File: src/rtl/hazard_sequencer.sv
// Pipeline sequencing controller: load-use bubbles, branch squash, memory-wait freeze with timeout trap.
// Optional performance counters are enabled by defining HAZARD_PERF_CNT_EN.
module hazard_sequencer #(
    parameter int unsigned MEM_TIMEOUT = 15,
    parameter int unsigned CNT_WIDTH   = 32
) (
    input  logic       Clk,
    input  logic       Rst,
    input  logic [4:0] if_idRs,
    input  logic [4:0] if_idRt,
    input  logic       if_idUsesRt,
    input  logic       id_exMemRead,
    input  logic [4:0] id_exRt,
    input  logic       BranchTaken,
    input  logic       ex_memMemAccess,
    input  logic       MemAck,
    output logic       PCWrite,
    output logic       if_idWrite,
    output logic       if_idFlush,
    output logic       id_exFlush,
    output logic       PipeHold,
    output logic       MemReq,
    output logic       MemTimeout
`ifdef HAZARD_PERF_CNT_EN
    ,
    output logic [CNT_WIDTH-1:0] StallCount,
    output logic [CNT_WIDTH-1:0] FlushCount
`endif
);

    if (MEM_TIMEOUT < 1 || MEM_TIMEOUT > 255 || CNT_WIDTH < 1) begin : g_param_check
        $error("hazard_sequencer: MEM_TIMEOUT must be 1..255 and CNT_WIDTH >= 1");
    end

    typedef enum logic [1:0] {
        StRun,
        StMemWait,
        StTrap
    } state_t;

    localparam logic [7:0] TimeoutVal = 8'(MEM_TIMEOUT);

    state_t     state_q, state_d;
    logic [7:0] wait_q, wait_d;
    logic       load_use;

    assign load_use = id_exMemRead && (id_exRt != 5'd0) &&
                      ((id_exRt == if_idRs) || (if_idUsesRt && (id_exRt == if_idRt)));

    always_comb begin
        state_d    = state_q;
        wait_d     = wait_q;
        PCWrite    = 1'b0;
        if_idWrite = 1'b0;
        if_idFlush = 1'b0;
        id_exFlush = 1'b0;
        PipeHold   = 1'b0;
        MemReq     = 1'b0;
        MemTimeout = 1'b0;

        unique case (state_q)
            StRun: begin
                if (ex_memMemAccess && !MemAck) begin
                    PipeHold = 1'b1;
                    MemReq   = 1'b1;
                    state_d  = StMemWait;
                    wait_d   = 8'd1;
                end else begin
                    // Load-use beats branch: the branch re-resolves next cycle.
                    PCWrite    = !load_use;
                    if_idWrite = !load_use;
                    id_exFlush = load_use;
                    if_idFlush = BranchTaken && !load_use;
                    MemReq     = ex_memMemAccess;
                end
            end
            StMemWait: begin
                MemReq = 1'b1;
                if (MemAck) begin
                    PCWrite    = !load_use;
                    if_idWrite = !load_use;
                    id_exFlush = load_use;
                    if_idFlush = BranchTaken && !load_use;
                    state_d    = StRun;
                    wait_d     = 8'd0;
                end else begin
                    PipeHold = 1'b1;
                    wait_d   = 8'(wait_q + 8'd1);
                    if (wait_q == TimeoutVal) begin
                        state_d = StTrap;
                    end
                end
            end
            StTrap: begin
                PipeHold   = 1'b1;
                MemTimeout = 1'b1;
            end
            default: begin
                state_d = StRun;
                wait_d  = 8'd0;
            end
        endcase

        // Every output reads low while reset is asserted, independent of the clock.
        if (!Rst) begin
            PCWrite    = 1'b0;
            if_idWrite = 1'b0;
            if_idFlush = 1'b0;
            id_exFlush = 1'b0;
            PipeHold   = 1'b0;
            MemReq     = 1'b0;
            MemTimeout = 1'b0;
        end
    end

    always_ff @(posedge Clk or negedge Rst) begin
        if (!Rst) begin
            state_q <= StRun;
            wait_q  <= 8'd0;
        end else begin
            state_q <= state_d;
            wait_q  <= wait_d;
        end
    end

`ifdef HAZARD_PERF_CNT_EN
    logic [CNT_WIDTH-1:0] stall_q, flush_q;

    always_ff @(posedge Clk or negedge Rst) begin
        if (!Rst) begin
            stall_q <= '0;
            flush_q <= '0;
        end else begin
            if (!PCWrite && (stall_q != {CNT_WIDTH{1'b1}})) begin
                stall_q <= stall_q + 1'b1;
            end
            if ((if_idFlush || id_exFlush) && (flush_q != {CNT_WIDTH{1'b1}})) begin
                flush_q <= flush_q + 1'b1;
            end
        end
    end

    assign StallCount = stall_q;
    assign FlushCount = flush_q;
`endif

endmodule

File: config.mk
export PLATFORM = sky130hd
export DESIGN_NAME = hazard_sequencer
export DESIGN_NICKNAME = d
export VERILOG_FILES = /design/src/rtl/hazard_sequencer.sv
export SDC_FILE = /design/constraint.sdc
export NUM_CORES = 1
export LEC_CHECK = 0
export ABC_AREA = 1
export CORE_MARGIN = 5
export CORE_UTILIZATION = 48
export CTS_CLUSTER_SIZE = 24
export DETAILED_ROUTE_END_ITERATION = 10
export PLACE_DENSITY = 0.84
export SYNTH_ARGS = -nofsm -noshare
export SYNTH_HDL_FRONTEND = slang
export SYNTH_SLANG_ARGS = --single-unit
File: constraint.sdc
create_clock -name Clk -period 2.5 [get_ports Clk]
set_input_delay 0.25 -clock Clk [delete_from_list [all_inputs] [get_ports Clk]]
set_output_delay 0.25 -clock Clk [all_outputs]
set_load 0.02 [all_outputs]
==> flow_metrics.py, run 1 <==
metrics = {
    "outcome": {
        "run_status": "complete, no violations",
    },
    "logic_synthesis": {
        "ys_ff_latch": 10,
        "syn_nets": 165,
        "netlist-cell-type-count": 20,
        "synth_area_per_cell_um2": 5.983,
        "ys_warn_count": 0,
        "yosysSeqAreaShare_pct": 29.46,
        "synthCells": 142,
        "syn_area_um2": 849.6,
    },
    "timing": {
        "hold_viol": 0,
        "maxSlewHeadroom_pct": 79.44,
        "period_minus_slack_ns": 2.258,
        "finalCritPeriodShare_pct": 90.32,
        "rsz0062_at_grt": "no",
        "worst_hold_slack_ns": 0.3714,
        "setup_tns_ns": 0,
        "finalClockSkew_ns": 0.004125,
        "setup_ws_ns": 0.2419,
        "maxSlewViolCount": 0,
        "setup_viol": 0,
        "fmax_ghz": 0.4429,
        "worst_slew_pin_slew_ns": 0.3073,
    },
    "cells_and_area": {
        "num_antenna_cells": 0,
        "stdcell_area_um2": 1184,
        "drive_gt1_share_pct": 6.358,
        "final_common_cell": "nand2_1",
        "area_growth_pct": 39.32,
        "final_cell_mix": "45 x nand2_1, 32 x inv_1, 28 x clkdlybuf4s50_1",
        "finalNetCount": 198,
        "utilization_pct": 69.30,
    },
    "grt": {
        "globalRouteMet3Util_pct": 6.017,
        "grt_max_degree": 11,
        "grt_antenna_before_repair": 0,
        "grt_pass1_wl_um": 3581,
        "use_met2_pct": 31.80,
        "grt.overflow.total": 0,
        "grt.met1_usage_pct": 18.33,
        "grt_usage_pct": 17.47,
        "first_global_vias": 916,
        "grt.busiest_layer": "met2",
    },
    "placed_design": {
        "gp_congestion": 0.8732,
        "io_buffers": 28,
        "dpl_cell_area_um2": 1161,
        "detailed_place_hpwl_um": 1807,
        "pre_cts_ws_ns": 0.2544,
    },
    "floorplan": {
        "ios": 29,
        "dieArea_um2": 2711,
        "die_y_um": 52.07,
        "std_cell_rows": 15,
        "die_x_um": 52.07,
        "start_util_pct": 49.74,
        "core_um2": 1708,
    },
    "setup_path": {
        "critPathSlowestCell": "clkdlybuf4s50_1",
        "ff2ff_path_depth": 7,
        "path_common_cell": "nand2_1",
        "critical_path_arrival_ns": 2.01,
        "reg2reg_slack_ns": 1.15,
        "r2r-start": "state_q[1]",
        "setup.worst_path.start": "id_exRt[1]",
        "max_stage_delay_ns": 0.61,
        "reg2reg_to": "state_q[0]",
        "crit_path_max_fanout": 3,
        "cp-end-kind": "primary output",
        "worstPathRequired_ns": 2.25,
        "crit_family": "buffers and inverters",
        "crit_cells": 10,
        "path_class": "in2out",
        "crit_buf_inv": 3,
        "crit_chain": "clkdlybuf4s50_1 -> inv_1 -> nand2_1 -> nand2_1 -> nor2_1 -> nand3_1 -> nand2_1 -> nand2_1 -> nor2_1 -> clkdlybuf4s50_1",
        "crit_end": "id_exFlush",
        "start_kind": "input port",
    },
    "detailed_routing": {
        "via_count": 953,
        "wire_per_inst_um": 11.06,
        "drt_wl_total_um": 2190,
        "detail-route-antenna-nets": 0,
        "drcViolationCount": 0,
        "initialDrtViolationCount": 24,
        "vias_per_cell": 4.813,
        "drt_pre_antenna_iters": 4,
    },
    "worst_hold_path": {
        "min_path_type": "in2async",
    },
    "clocking": {
        "cts_buffers": 3,
        "htreeDepth": 1,
        "cts_resized": 0,
        "cts_root_buffer": "clkbuf_4",
        "clkLatencyLatePin_ns": 0.26,
        "cts_tree": "built",
        "cts.sinks": 10,
        "cts_max_path_buffers": 2,
        "cts_hold_buf": 0,
        "post_cts_buffers": 0,
        "cts.clk_slew.worst_paths_ns": 0.06,
    },
    "run": {
        "cap_violations": 0,
    },
    "pwr": {
        "power_density_nw_per_um2": 370.3,
        "p_leak_uw": 0.0006550,
        "ir_drop_uv": 327.6,
    },
}
==> cells in the mapped netlist, drive strengths merged <==
cell type | instances | share of area, %
a21oi | 9 | 5.7
inv | 32 | 14
nand2 | 48 | 23
dfrtp | 10 | 29
nor3 | 2 | 1.2
nand4 | 7 | 5.2
nand3 | 5 | 2.9
or2 | 1 | 1.0
buf | 1 | 0.88
o21ai | 4 | 2.4
ha | 1 | 1.5
a31oi | 1 | 0.74
xnor2 | 1 | 1.0
nor2 | 18 | 8.5
xor2 | 1 | 1.0
a22o | 1 | 1.0
==> cell families after synthesis <==
group	share of synthesized area, %
AO/OA/AOI/OAI	9.869
AND/OR/NAND/NOR	42.12
XOR/XNOR	2.062
buffers and inverters	15.02
adder cells (fa/ha/maj)	1.473
flip-flops	29.46
==> per-stage QoR <==
stage / power, uW / instances
after detailed placement: 337.3 / 195
after floorplan: 267.6 / 142
after global placement: 333.7 / 195
after CTS: 444.0 / 198
final: 438.3 / 198
after global routing: 472.2 / 198
==> per-layer routing <==
metal	share of wire [%]	wire (um)	vias up
li1	-	-	499
met1	40	879	419
met2	52	1138	29
met3	5.6	123	6
met4	2.2	48	0
met5	0	0	-
==> how the worst min path moves through the flow <==
| stage | startpoint | to | slack [ns] | cells after the start |
|---|---|---|---|---|
| 2_1_floorplan | Rst | state_q[0] | -0.05 | 0 |
| 5_1_grt | Rst | wait_q[4] | 0.39 | 2 |
| 4_1_cts | Rst | wait_q[5] | 0.37 | 2 |
| 3_3_place_gp | wait_q[1] | wait_q[1] | 0.51 | 1 |
| 6_report | Rst | wait_q[4] | 0.37 | 2 |
| 3_5_place_dp | wait_q[1] | wait_q[1] | 0.51 | 1 |
==> cell type report <==
class                           instances  area, um2
Multi-Input combinational cell         99      471.7
Sequential cell                        10      250.2
Inverter                               32      120.1
Clock buffer                            3      22.52
Timing Repair Buffer                   29      287.8
Tap cell                               25      31.28
Fill cell                             140      524.3
==> power by group <==
group          switching (uW)  internal, uW  leakage [uW]
Combinational            80.7          71.5      0.000507
Clock                    48.0          55.2     0.0000138
Sequential               8.94           174      0.000135
Total                     138           301      0.000655
==> registers in the layout (all words and copies together) (netlist names) <==
signal	count
wait_q	8
state_q	2
(Power assumes the default switching activity.)
==> run 2, diff against run 1 <==
--- a/config.mk
+++ b/config.mk
@@ -11,6 +11,7 @@
 export CTS_CLUSTER_SIZE = 24
 export DETAILED_ROUTE_END_ITERATION = 10
 export PLACE_DENSITY = 0.84
+export SKIP_LAST_GASP = 1
 export SYNTH_ARGS = -nofsm -noshare
 export SYNTH_HDL_FRONTEND = slang
 export SYNTH_SLANG_ARGS = --single-unit
==> results of run 2 <==
Same layout as run 1: the final DEF is identical, and so are final timing and power.
==> run 3, diff against run 2 <==
--- a/config.mk
+++ b/config.mk
@@ -7,10 +7,11 @@
 export LEC_CHECK = 0
 export ABC_AREA = 1
 export CORE_MARGIN = 5
-export CORE_UTILIZATION = 48
+export CORE_UTILIZATION = 60
 export CTS_CLUSTER_SIZE = 24
 export DETAILED_ROUTE_END_ITERATION = 10
-export PLACE_DENSITY = 0.84
+export DONT_BUFFER_PORTS = 1
+export PLACE_DENSITY = 0.76
 export SKIP_LAST_GASP = 1
 export SYNTH_ARGS = -nofsm -noshare
 export SYNTH_HDL_FRONTEND = slang
==> run 3 against run 2 <==
  * Via count fell by 11%
  * Maximum frequency rose by 31%
  * Combinational power fell by 32%
  * Power fell by 9.3%
  * Register-to-register slack barely moved
  * Sequential power barely moved
  * Critical path type is now reg2out
  * Setup slack improved by 0.54 ns
  * Critical path depth fell by 5
==> flow_metrics.py, run 3 (synthesis results as in run 1) <==
metrics = {
    "grt": {
        "grt_max_degree": 11,
        "first_global_vias": 830,
        "grt_usage_pct": 20.60,
        "grt_pass1_wl_um": 3277,
        "grt_antenna_before_repair": 0,
        "grt.overflow.total": 0,
    },
    "timing": {
        "maxSlewViolCount": 0,
        "maxSlewHeadroom_pct": 55.74,
        "finalCritPeriodShare_pct": 68.86,
        "setup_viol": 0,
        "worst_slew_pin_slew_ns": 0.6588,
        "period_minus_slack_ns": 1.721,
        "fmax_ghz": 0.5809,
        "setup_ws_ns": 0.7786,
        "hold_viol": 0,
        "rsz0062_at_grt": "no",
        "finalClockSkew_ns": 0.01002,
        "setup_tns_ns": 0,
    },
    "pwr": {
        "ir_drop_uv": 331.0,
        "p_leak_uw": 0.0005522,
        "power_density_nw_per_um2": 441.3,
    },
    "clocking": {
        "htreeDepth": 1,
        "cts_max_path_buffers": 2,
        "cts_resized": 0,
        "post_cts_buffers": 0,
        "clkLatencyLatePin_ns": 0.27,
        "cts.clk_slew.worst_paths_ns": 0.06,
        "cts_tree": "built",
        "cts_hold_buf": 1,
        "cts_root_buffer": "clkbuf_4",
        "cts_buffers": 3,
        "cts.sinks": 10,
    },
    "cells_and_area": {
        "utilization_pct": 68.38,
        "top_register": "wait_q",
        "drive_gt1_share_pct": 7.534,
        "area_growth_pct": 6.038,
        "finalNetCount": 171,
        "final_common_cell": "nand2_1",
        "largest_reg_flops": 8,
        "final_cell_mix": "45 x nand2_1, 32 x inv_1, 16 x nor2_1",
        "num_antenna_cells": 0,
        "reg_top3": "wait_q (8), state_q (2)",
    },
    "setup_path": {
        "crit_end": "if_idFlush",
        "cp-end-kind": "primary output",
        "path_class": "reg2out",
        "setup.worst_path.start": "state_q[0]",
        "start_kind": "register",
        "critical_path_arrival_ns": 1.47,
        "crit_chain": "nor2_1 -> o21ai_0 -> inv_1 -> nand2_1 -> a21oi_1",
        "crit_path_max_fanout": 3,
        "ff2ff_path_depth": 7,
        "reg2reg_slack_ns": 1.15,
        "worstPathRequired_ns": 2.25,
        "critPathSlowestCell": "dfrtp_1",
        "reg2reg_to": "state_q[0]",
        "r2r-start": "wait_q[1]",
        "max_stage_delay_ns": 0.39,
    },
    "floorplan": {
        "std_cell_rows": 13,
        "dieArea_um2": 2269,
        "ios": 29,
        "die_y_um": 47.63,
        "start_util_pct": 64.48,
        "core_um2": 1318,
        "die_x_um": 47.63,
    },
    "outcome": {
        "run_status": "complete, no violations",
    },
    "run": {
        "cap_violations": 0,
    },
    "placed_design": {
        "io_buffers": 0,
        "detailed_place_hpwl_um": 1566,
        "gp_congestion": 0.8458,
        "pre_cts_ws_ns": 1.043,
    },
    "detailed_routing": {
        "initialDrtViolationCount": 26,
        "drt_pre_antenna_iters": 4,
        "drt_wl_total_um": 1958,
        "vias_per_cell": 5.261,
        "detail-route-antenna-nets": 0,
        "wire_per_inst_um": 12.16,
        "via_count": 847,
        "drcViolationCount": 0,
    },
    "worst_hold_path": {
        "min_path_type": "in2reg",
    },
}
run 3: worst max-delay path: cells and delay by family, from the launching register on:
| kind | cells | cell delay, ns |
|---|---|---|
| buffers and inverters | 1 | 0.09 |
| flip-flops | 1 | 0.39 |
| AND/OR/NAND/NOR | 2 | 0.20 |
| AO/OA/AOI/OAI | 2 | 0.53 |
run 3: layout make-up:
type | count | area, um2
multi-input combinational | 99 | 471.7
fill | 117 | 416.7
sequential | 10 | 250.2
inverter | 32 | 120.1
clock buffer | 3 | 22.52
tap | 15 | 18.77
timing repair buffer | 2 | 17.52
run 3: worst min-delay path by stage:
stage / cells after the start / from / endpoint
after floorplan: 0 / Rst / state_q[0]
after global placement: 0 / Rst / wait_q[7]
after detailed placement: 0 / Rst / wait_q[7]
after CTS: 2 / ex_memMemAccess / state_q[0]
after global routing: 3 / MemAck / wait_q[6]
final: 2 / ex_memMemAccess / state_q[0]
run 3: through the flow:
stage | cells | hold slack, ns | cell area, um2 | power [uW]
after floorplan | 142 | -0.04559 | 849.6 | 267.6
after global placement | 157 | -0.04534 | 868.3 | 281.7
after detailed placement | 157 | -0.04532 | 868.3 | 285.2
after CTS | 161 | 0.1757 | 900.9 | 401.9
after global routing | 161 | 0.2008 | 900.9 | 425.0
final | 161 | 0.1842 | 900.9 | 397.5
run 3: report_power, final:
| part | internal (uW) | total, uW | switching (uW) |
|---|---|---|---|
| Clock | 55.6 | 111 | 55.2 |
| Combinational | 34.9 | 104 | 68.9 |
| Sequential | 174 | 183 | 9.06 |
run 3: routing by layer:
metal  up-vias  share of wire, %  GRT usage (%)
li1        445                 -              -
met2        29                47          34.49
met4         0              0.92          5.914
met1       369                45          25.52
met3         4               6.7          6.391
met5         -                 0              0
